File: src/rtl/edge_meter_pkg.sv
// Shared constants, FSM encoding and helpers for the edge period meter.
package edge_meter_pkg;

    localparam int unsigned WIDTH_DEFAULT       = 8;
    localparam int unsigned SYNC_STAGES_DEFAULT = 2;

    typedef enum logic {
        IDLE    = 1'b0,
        MEASURE = 1'b1
    } meter_state_e;

    // Largest value a w-bit counter can hold (w <= 31).
    function automatic int unsigned sat_value(input int unsigned w);
        return (32'd1 << w) - 32'd1;
    endfunction

endpackage

File: src/rtl/sync_rise_detect.sv
// Multi-flop synchronizer for an asynchronous input plus a rising-edge strobe.
module sync_rise_detect #(
    parameter int unsigned SYNC_STAGES = 2
) (
    input  logic clk,
    input  logic rst_n,
    input  logic d,
    output logic q_sync,
    output logic rise
);

    logic [SYNC_STAGES-1:0] sync_q;
    logic                   hist_q;

    // Shift the raw input through the synchronizer chain and remember the last synchronized level.
    always_ff @(posedge clk or negedge rst_n) begin
        if (!rst_n) begin
            sync_q <= '0;
            hist_q <= 1'b0;
        end else begin
            sync_q <= {sync_q[SYNC_STAGES-2:0], d};
            hist_q <= sync_q[SYNC_STAGES-1];
        end
    end

    assign q_sync = sync_q[SYNC_STAGES-1];
    assign rise   = sync_q[SYNC_STAGES-1] & ~hist_q;

endmodule

File: src/rtl/edge_period_meter.sv
// Measures clk cycles between rising edges of an asynchronous input and presents
// each measurement through a valid/ready handshake with a sticky overrun flag.
module edge_period_meter
    import edge_meter_pkg::*;
#(
    parameter int unsigned WIDTH       = WIDTH_DEFAULT,
    parameter int unsigned SYNC_STAGES = SYNC_STAGES_DEFAULT
) (
    input  logic             clk,
    input  logic             rst_n,
    input  logic             enable,
    input  logic             clear,
    input  logic             sig_in,
    output logic [WIDTH-1:0] period,
    output logic             overflow,
    output logic             period_valid,
    input  logic             period_ready,
    output logic             overrun
);

    localparam logic [WIDTH-1:0] CNT_MAX = WIDTH'(sat_value(WIDTH));

    meter_state_e     state_q, state_d;
    logic [WIDTH-1:0] cnt_q, cnt_d;
    logic [WIDTH-1:0] period_d;
    logic             overflow_d;
    logic             valid_d;
    logic             overrun_d;
    logic             sig_sync;
    logic             rise;
    logic             edge_c;

    sync_rise_detect #(
        .SYNC_STAGES (SYNC_STAGES)
    ) u_sync (
        .clk    (clk),
        .rst_n  (rst_n),
        .d      (sig_in),
        .q_sync (sig_sync),
        .rise   (rise)
    );

    // A rise strobe always coincides with a high synchronized level.
    assign edge_c = rise & sig_sync;

    // State, counter and output registers.
    always_ff @(posedge clk or negedge rst_n) begin
        if (!rst_n) begin
            state_q      <= IDLE;
            cnt_q        <= '0;
            period       <= '0;
            overflow     <= 1'b0;
            period_valid <= 1'b0;
            overrun      <= 1'b0;
        end else begin
            state_q      <= state_d;
            cnt_q        <= cnt_d;
            period       <= period_d;
            overflow     <= overflow_d;
            period_valid <= valid_d;
            overrun      <= overrun_d;
        end
    end

    // Next-state: arm on first edge, count between edges, capture and hand off on later edges.
    always_comb begin
        state_d    = state_q;
        cnt_d      = cnt_q;
        period_d   = period;
        overflow_d = overflow;
        valid_d    = period_valid;
        overrun_d  = overrun;

        if (period_valid && period_ready) begin
            valid_d = 1'b0;
        end

        if (clear) begin
            state_d    = IDLE;
            cnt_d      = '0;
            period_d   = '0;
            overflow_d = 1'b0;
            valid_d    = 1'b0;
            overrun_d  = 1'b0;
        end else if (!enable) begin
            state_d = IDLE;
            cnt_d   = '0;
        end else begin
            case (state_q)
                IDLE: begin
                    cnt_d = '0;
                    if (edge_c) begin
                        state_d = MEASURE;
                    end
                end
                MEASURE: begin
                    if (edge_c) begin
                        period_d   = (cnt_q == CNT_MAX) ? CNT_MAX : cnt_q + WIDTH'(1);
                        overflow_d = (cnt_q == CNT_MAX);
                        cnt_d      = '0;
                        valid_d    = 1'b1;
                        if (period_valid && !period_ready) begin
                            overrun_d = 1'b1;
                        end
                    end else if (cnt_q != CNT_MAX) begin
                        cnt_d = cnt_q + WIDTH'(1);
                    end
                end
                default: begin
                    state_d = IDLE;
                    cnt_d   = '0;
                end
            endcase
        end
    end

endmodule

File: config.mk
export PLATFORM = sky130hd
export DESIGN_NAME = edge_period_meter
export DESIGN_NICKNAME = d
export VERILOG_FILES = /design/src/rtl/edge_meter_pkg.sv /design/src/rtl/sync_rise_detect.sv /design/src/rtl/edge_period_meter.sv
export SDC_FILE = /design/constraint.sdc
export NUM_CORES = 1
export LEC_CHECK = 0
export CORE_MARGIN = 1.5
export CORE_UTILIZATION = 54
export DETAILED_ROUTE_END_ITERATION = 8
export GPL_TIMING_DRIVEN = 0
export PLACE_DENSITY = 0.81
export SETUP_SLACK_MARGIN = 0.2
export SLEW_MARGIN = 20
export SYNTH_ARGS = -nofsm -noshare
export SYNTH_HDL_FRONTEND = slang
export SYNTH_SLANG_ARGS = --single-unit
export TNS_END_PERCENT = 30
File: constraint.sdc
create_clock -name clk -period 2.6 [get_ports clk]
set_input_delay 0.52 -clock clk [delete_from_list [all_inputs] [get_ports clk]]
set_output_delay 0.52 -clock clk [all_outputs]
set_load 0.01 [all_outputs]
After elaboration in Yosys (flattened, before gate mapping)
Index checks and enable logic that the tools add are counted.

storage, ports and cells
  register bits = 23
  word-level logic and storage cells = 53

cells by class
  $add $sub $neg = 1
  equality and inequality tests = 3
  muxes and demuxes = 28
  bitwise logic cells = 4
  reduce and logical (&&, ||, !) cells = 9

operator list
  kind                                                             number
  8-bit two-way mux                                                9
  1-bit two-way mux                                                18
  8-bit one-hot mux with 2 select lines                            1
  8-bit by 1-bit adder with 8-bit output, second input constant    1
  8-bit == test, second input constant                             1
  8-bit != test, second input constant                             1
  2-bit nonzero test                                               4
  5-bit by 3-bit != test with 1-bit output, second input constant  1
  4-bit AND reduction                                              1
  3-bit AND reduction                                              1
  1-bit bitwise AND                                                2
  1-bit logical AND                                                2
  1-bit inverter                                                   2
  1-bit logical NOT                                                1

Logic depth before layout (Yosys ltp)
Gate-level depths: netlist (run 1).

  depth in word-level cells = 7
  depth in mapped cells = 4

Cells and area by module
From an unflattened synthesis (run 1), not the netlist that was laid out.

unflattened totals
  cell total of the unflattened synthesis = 86
  area, all modules = 979.7 um^2

by module, submodules not included
  module             times used  cells each  area each (um^2)  seq. area each (um^2)
  edge_period_meter  1           82          890.9             500.5
  sync_rise_detect   1           4           88.8              75.1

Worst setup path after synthesis (run 1)
OpenSTA, ideal clock, no wires.

  kind = reg-to-reg
  from = reg cnt_q[0]
  to = reg period[2]
  arrival = 1177 ps
  required time = 2471 ps
  path slack = 1294 ps
  cell stages (with the launch flop) = 5
  buffers on the path = 0
  path through = dfrtp_1 ha_1 and3_1 a21oi_1 a211oi_2

on the way
  word-level cells in the longest chain between the ends = 6
  elaborated cells between the ends (all ways) = 7

RTL lines
  what                                                                     line                     source
  start: declaration                                                       edge_period_meter.sv:24  logic [WIDTH-1:0] cnt_q, cnt_d;
  start signal: assignment                                                 edge_period_meter.sv:57  cnt_q <= cnt_d;
  8-bit by 1-bit adder with 8-bit output or 8-bit == test (tied branches)  edge_period_meter.sv:98  period_d = (cnt_q == CNT_MAX) ? CNT_MAX : cnt_q + WIDTH'(1);
  8-bit two-way mux (*)                                                    edge_period_meter.sv:98
  8-bit two-way mux (*)                                                    edge_period_meter.sv:97  if (edge_c) begin
  8-bit two-way mux (*)                                                    edge_period_meter.sv:89  case (state_q)
  8-bit two-way mux (*)                                                    edge_period_meter.sv:85  end else if (!enable) begin
  8-bit two-way mux (*)                                                    edge_period_meter.sv:78  if (clear) begin
  end signal: assignment                                                   edge_period_meter.sv:58  period <= period_d;
  end: declaration                                                         edge_period_meter.sv:14  output logic [WIDTH-1:0] period,

Mark *: on every way between the ends. The rest lies on a longest branch, timed or not. The select of a mux whose other input is x is not followed.
A chain may end at the register's enable or synchronous reset.

Final worst setup path (run 1)
  from = reg period[6]
  to = out period[6]

No word-level cell between the ends.

==> impl_results.md, run 1 <==
- Outcome: finished clean
- Vias in the first global route: 716
- Synth cell count leaders: 23 x dfrtp_1, 9 x nand3_1, 8 x a21oi_1
- CP Class: flop to primary output
- LEAKAGE: 0.000510 uW
- Routed vias: 777
- Share of cells above drive strength 1: 12.7%
- Crit path largest cell delay: 530 ps
- CP endpoint kind: primary output
- Ports: 17
- Post-cts gate resize count: 0
- Most common cell in the synthesized netlist: dfrtp_1
- Final Critical Period: 1740 ps
- Avg Inst Size Synth: 11.3 um^2
- Detail Route Antenna Nets: 0
- Synthesized instance count: 90
- Multi-input gate area: 418 um^2
- Fraction of registers with async set/reset: 100%
- Worst path slowest cell: clkdlybuf4s50_1
- Peak VDD IR: 0.409 mV
- Post-Syn Area: 0.00102 mm^2
- Clock sinks: 23
- Flops & latches, synth: 23
- Worst Clk Skew: 8.62 ps
- Sum Neg Setup Slack: 0 ps
- DR pass1 iterations: 5
- Worst Tran Pin Value: 498 ps
- WL per Instance: 14.4 um
- Placed inst area: 0.00121 mm^2
- Chip height: 46.5 um
- Iter 0 DRT Violations: 17
- Final Max Slew Viols: 0
- CP top delay family: buffers and inverters
- Worst Path Arrival: 1220 ps
- Crit start category: flop
- RD Place Congestion: 0.831
- GR peak layer: met2
- Main synth FF type: dfrtp_1
- Sequential cell area: 576 um^2
- Count of final hold-check violations: 0
- Buf/Inv on CP: 1
- M3 GR Usage: 2.35%
- Final Net Count: 118
- Max_slew headroom: 66.8%
- Root Buffer: clkbuf_4
- Dpl hpwl: 1450 um
- N_diodes: 0
- Area grow syn2layout: 20.9%
- Critical path required time: 2080 ps
- Post-CTS Setup Repair Bufs: 0
- Buffers added on ports: 16
- Ranking of synthesized cells by area: dfrtp_1 56%, nand3_1 4.4%, a21oi_1 3.9%
- CP Max Fanout: 2
- Die boundary width: 46.5 um
- RSZ-0062 raised after global routing: false
- Post-Layout Cell Count: 135
- Worst-path clk slew: 120 ps
- M1 GR Usage: 29.7%
- Largest net degree at the start of global routing: 24
- CTS tree: built
- Full die area: 0.00216 mm^2
- Yosys warnings: 0
- Post-synth top area cell: dfrtp_1
- Final routed DRC violation total: 0
- Met2 Track Usage GR: 31.4%
- # H-tree levels: 1
- Fmax: 0.576 GHz
- Max-Cap Viols: 0
- Clk buf depth: 2
- Initial Utilization: 58.4%
- TritonCTS buffer count: 3
- GRT Total Usage: 21.2%
- Worst-path cell chain: clkdlybuf4s50_1
- Vias per std cell: 5.76
- DRT Wirelength: 1940 um
- Final period utilization: 66.8%
- Final instance area: 0.00123 mm^2
- Post-synth EDFFs: 0
- # rows: 15
- Area of the core: 0.00175 mm^2
- Type of the most critical hold path: input port to asynchronous set/reset pin
- FILL cells: 129
- Final setup violation count: 0
- First-pass GRT wire length: 3110 um
- Initial antenna violation count: 0
- Register area share after synthesis: 56.4%
- Share of the synthesized area in the top cell type: 56.4%
- Gr ovfl total: 0
- Placed cells: 131
- Yosys cell types: 32
- Syn Nets: 97
- Hold Buf Count CTS: 0
- Pwr/cell area: 445 mW/mm^2
- Worst skew pair latency: 310 ps
==> registers in the layout, summed over array words and instances, names as in the netlist <==
register,flops
u_sync.sync_q,2
period_valid,1
u_sync.hist_q,1
overrun,1
cnt_q,8
overflow,1
state_q,1
period,8
==> final timing paths <==
check | startpoint | to | slack [ps] | cells past startpoint
worst max register to register | cnt_q[0] | period[3] | 1070 | 4
min in group clk | u_sync.sync_q[0] | u_sync.sync_q[1] | 370 | 0
max in group asynchronous | rst_n | period[1] | 2100 | 1
worst min-delay path | rst_n | cnt_q[7] | 160 | 1
worst max-delay path | period[6] | period[6] | 860 | 1
worst min register to register | u_sync.sync_q[0] | u_sync.sync_q[1] | 370 | 0
==> through the flow <==
step	worst slack [ps]	total power, uW	util, %	hold slack (ps)
floorplan	1290	378	-	224
finish	864	549	70.6	158
CTS	867	549	70.9	376
detailed placement	585	398	69.4	345
global placement	576	397	69.4	343
global route	794	566	70.6	208
==> where the power goes <==
part | total [uW] | leakage (uW) | internal, uW | switching, uW
clock network | 159 | 0.0000150 | 59.9 | 99.2
logic | 25.6 | 0.000182 | 10.6 | 14.9
registers | 364 | 0.000314 | 362 | 2.83
total | 549 | 0.000510 | 432 | 117
==> logic make-up (layout without fill, tap and decap cells) <==
logic type / after synthesis / count (layout) / synth area share, %
adders and majority gates: 1 / 1 / 1.23
xor gates and xnor gates: 3 / 3 / 2.58
buffers and inverters: 4 / 24 / 2.58
and+or+nand+nor: 33 / 33 / 19.3
AOI/OAI and AO/OA: 26 / 26 / 17.9
DFF: 23 / 23 / 56.4
==> cells in the final DEF, fill, tap and decap left out, types with 2 or more instances in the layout <==
master and count:
o21a_1 2, xor2_1 3, nand2_1 2, o21ai_1 3, a31oi_1 3, and4_4 2
a211oi_2 2, a21oi_1 8, nand3_1 9, clkbuf_4 3, nand4b_1 2, o21ai_0 3
clkdlybuf4s50_1 15, nor3_1 4, nor2_1 5, nand4_1 2, dfrtp_1 23
==> final cells by class <==
cell class	count	area share, %
buffer	2	1.52
clock buffer	4	2.13
inverter	2	0.609
multi-input combinational	63	33.9
sequential	23	46.7
tap	25	2.54
timing repair buffer	16	12.6
==> metal layers <==
layer	up-vias	routed length [um]
li1	376	-
met1	377	921
met2	19	922
met3	5	56
met4	0	44
met5	-	0
No activity file was read; power rests on OpenSTA's default activity.
==> run 2: changes to the inputs <==
--- a/config.mk
+++ b/config.mk
@@ -6,10 +6,10 @@
 export NUM_CORES = 1
 export LEC_CHECK = 0
 export CORE_MARGIN = 1.5
-export CORE_UTILIZATION = 54
+export CORE_UTILIZATION = 46
 export DETAILED_ROUTE_END_ITERATION = 8
 export GPL_TIMING_DRIVEN = 0
-export PLACE_DENSITY = 0.81
+export PLACE_DENSITY = 0.73
 export SETUP_SLACK_MARGIN = 0.2
 export SLEW_MARGIN = 20
 export SYNTH_ARGS = -nofsm -noshare
==> constraint.sdc (replaced) <==
create_clock -name clk -period 1.5 [get_ports clk]
set_input_delay 0.3 -clock clk [delete_from_list [all_inputs] [get_ports clk]]
set_output_delay 0.3 -clock clk [all_outputs]
set_load 0.01 [all_outputs]
==> impl_results.md, run 2 (same netlist as run 1, synthesis figures left out) <==
- Psw: 212 uW (+81%)
- Buffers added on ports: 16 (unchanged)
- Gr ovfl total: 0 (unchanged)
- Final Net Count: 122 (+3.4%)
- Endpoint, Worst Hold: state_q
- Placed cells: 133 (+1.5%)
- CP Max Fanout: 7 (+5)
- Area grow syn2layout: 31.5%
- Sequential power share: 65.7% (-0.7 points)
- Initial antenna violation count: 0 (unchanged)
- Peak VDD IR: 0.695 mV (+70%)
- Iter 0 DRT Violations: 5 (-12)
- Root Buffer: clkbuf_4
- RSZ-0062 raised after global routing: true
- Vias per std cell: 5.70 (-0.93%)
- Max-Cap Viols: 0 (unchanged)
- Dpl hpwl: 1500 um (+3.8%)
- WL per Instance: 15.7 um (+9.0%)
- Chip height: 50.1 um (+7.8%)
- Hold_sp: enable
- Sum Neg Setup Slack: 0 ps (unchanged)
- Area of the core: 0.00202 mm^2 (+16%)
- FF-to-FF setup slack: 200 ps (-870 ps)
- Initial Utilization: 50.4% (-8.0 points)
- Sw Share: 22.0% (+0.74 points)
- Pwr/cell area: 717 mW/mm^2 (+61%)
- Largest net degree at the start of global routing: 24 (unchanged)
- # rows: 16 (+1)
- Full die area: 0.00251 mm^2 (+16%)
- Final routed DRC violation total: 0 (unchanged)
- Clock power share: 29.6% (+0.6 points)
- Clk buf depth: 2 (unchanged)
- Worst Path Arrival: 1530 ps (+310 ps)
- Commonest non-fill, non-tap cell in the layout: dfrtp_1
- Routed vias: 804 (+3.5%)
- LEAKAGE: 0.000582 uW (+14%)
- Final Util: 66.3% (-4.3 points)
- Die boundary width: 50.1 um (+7.8%)
- Detail Route Antenna Nets: 0 (unchanged)
- Critical path required time: 1730 ps (-350 ps)
- Worst setup path start: cnt_q[2]
- Max_slew headroom: 66.6% (-0.20 points)
- Min-Delay Path Depth: 2
- Share of cells above drive strength 1: 26.3% (+14 points)
- Fmax: 0.769 GHz
- CP Class: flop to flop
- Commonest non-fill, non-tap cells in the layout: 19 x dfrtp_1, 9 x nand3_1, 7 x a21oi_1
- CP endpoint kind: flop
- Worst r2r path cells: 4 (unchanged)
- Clock sinks: 23 (unchanged)
- First-pass GRT wire length: 3580 um (+15%)
- # H-tree levels: 1 (unchanged)
- DRT Wirelength: 2210 um (+14%)
- Worst skew pair latency: 310 ps (about the same)
- Crit start category: flop
- Final Max Slew Viols: 0 (unchanged)
- Largest registers: cnt_q: 8 flops, period: 8 flops, u_sync.sync_q: 2 flops
- FF-to-FF Start: cnt_q[2]
- Count of final hold-check violations: 0 (unchanged)
- Final setup violation count: 0 (unchanged)
- Ports: 17 (unchanged)
- RD Place Congestion: 0.803 (-3.4%)
- N_diodes: 0 (unchanged)
- CTS tree: built
- Post-Layout Cell Count: 141 (+4.4%)
- Internal power: 749 uW (+73%)
- GRT Total Usage: 19.0% (-2.2 points)
- Type of the most critical hold path: input port to flop
- Comb power frac: 4.7% (about the same)
- Worst Tran Pin Value: 501 ps (+2.99 ps)
- TritonCTS buffer count: 3 (unchanged)
- Vias in the first global route: 764 (+6.7%)
- DR pass1 iterations: 4 (-1)
- Worst Clk Skew: 0.576 ps (-8.04 ps)
- Worst-path clk slew: 120 ps (about the same)
- Outcome: finished clean
- Final period utilization: 86.7%
- Final Critical Period: 1300 ps
- Reg2reg end: period[6]
run 2: cell types whose count changed in the layout (fill, tap and decap cells not counted), sizes merged:
cell	delta
clkdlybuf4s50	-13
clkdlybuf4s15	+6
dlymetal6s2s	+1
buf	+3
dlygate4sd2	+6
dlygate4sd3	+1
run 2: critical path: stages, from the launching register on:
cell and delay [ps]:
dfrtp_2 470, and4_4 210, buf_6 140, and4_4 200
o31ai_4 200
run 2: routing by layer:
| layer | global-route usage [%] | up-vias | part of all wire (%) |
|---|---|---|---|
| li1 | - | 385 | - |
| met1 | 25.4 | 404 | 47 |
| met2 | 30.5 | 11 | 50 |
| met3 | 3.64 | 4 | 1.8 |
| met4 | 6.94 | 0 | 1.3 |
| met5 | 0 | - | 0 |
run 2: area by class of cell:
class | count | area (um^2)
fill | 162 | 681
sequential | 23 | 581
multi-input combinational | 63 | 487
timing repair buffer | 20 | 183
tap | 27 | 33.8
clock buffer | 4 | 26.3
buffer | 2 | 22.5
inverter | 2 | 8.76
run 2: worst max-delay path by stage:
stage                 to  cells after the start
6_report       period[6]                      4
5_1_grt        period[6]                      4
4_1_cts         cnt_q[7]                      3
3_5_place_dp    cnt_q[7]                      4
3_3_place_gp    cnt_q[7]                      4
2_1_floorplan  period[2]                      4
run 2: repair_timing:
| item | in CTS | in global routing |
|---|---|---|
| buffers inserted | 0 | 3 |
| pin swaps | 2 | 4 |
| endpoints found under the setup margin | 28 | 23 |
| gates resized for setup | 27 | 11 |
| hold buffers | 0 | 1 |
| endpoints found under the hold margin | 0 | 23 |
run 2: metrics by stage:
stage / instance area [um^2] / setup WS [ps] / hold WS (ps) / power, uW
after floorplan: 1020 / 194 / 4.41 / 655
after global placement: 1210 / -317 / 343 / 689
final: 1340 / 199 / 306 / 961
after CTS: 1260 / 141 / 385 / 971
after global routing: 1340 / 172 / 308 / 995
after detailed placement: 1210 / -329 / 347 / 690
run 2: power by group through the flow:
stage,Sequential (uW),Clock [uW],Combinational [uW]
final,632,284,45.3
after global placement,643,0,46.1
after detailed placement,644,0,46.9
after global routing,633,311,51.5
after CTS,632,294,45.4
after floorplan,643,0,11.6
==> run 3: changes to the inputs <==
--- a/config.mk
+++ b/config.mk
@@ -5,10 +5,12 @@
 export SDC_FILE = /design/constraint.sdc
 export NUM_CORES = 1
 export LEC_CHECK = 0
+export CAP_MARGIN = 20
 export CORE_MARGIN = 1.5
 export CORE_UTILIZATION = 46
 export DETAILED_ROUTE_END_ITERATION = 8
 export GPL_TIMING_DRIVEN = 0
+export HOLD_SLACK_MARGIN = 0.03
 export PLACE_DENSITY = 0.73
 export SETUP_SLACK_MARGIN = 0.2
 export SLEW_MARGIN = 20
==> results of run 3 <==
Same layout as run 2: the final DEF is identical, and so are final timing and power.
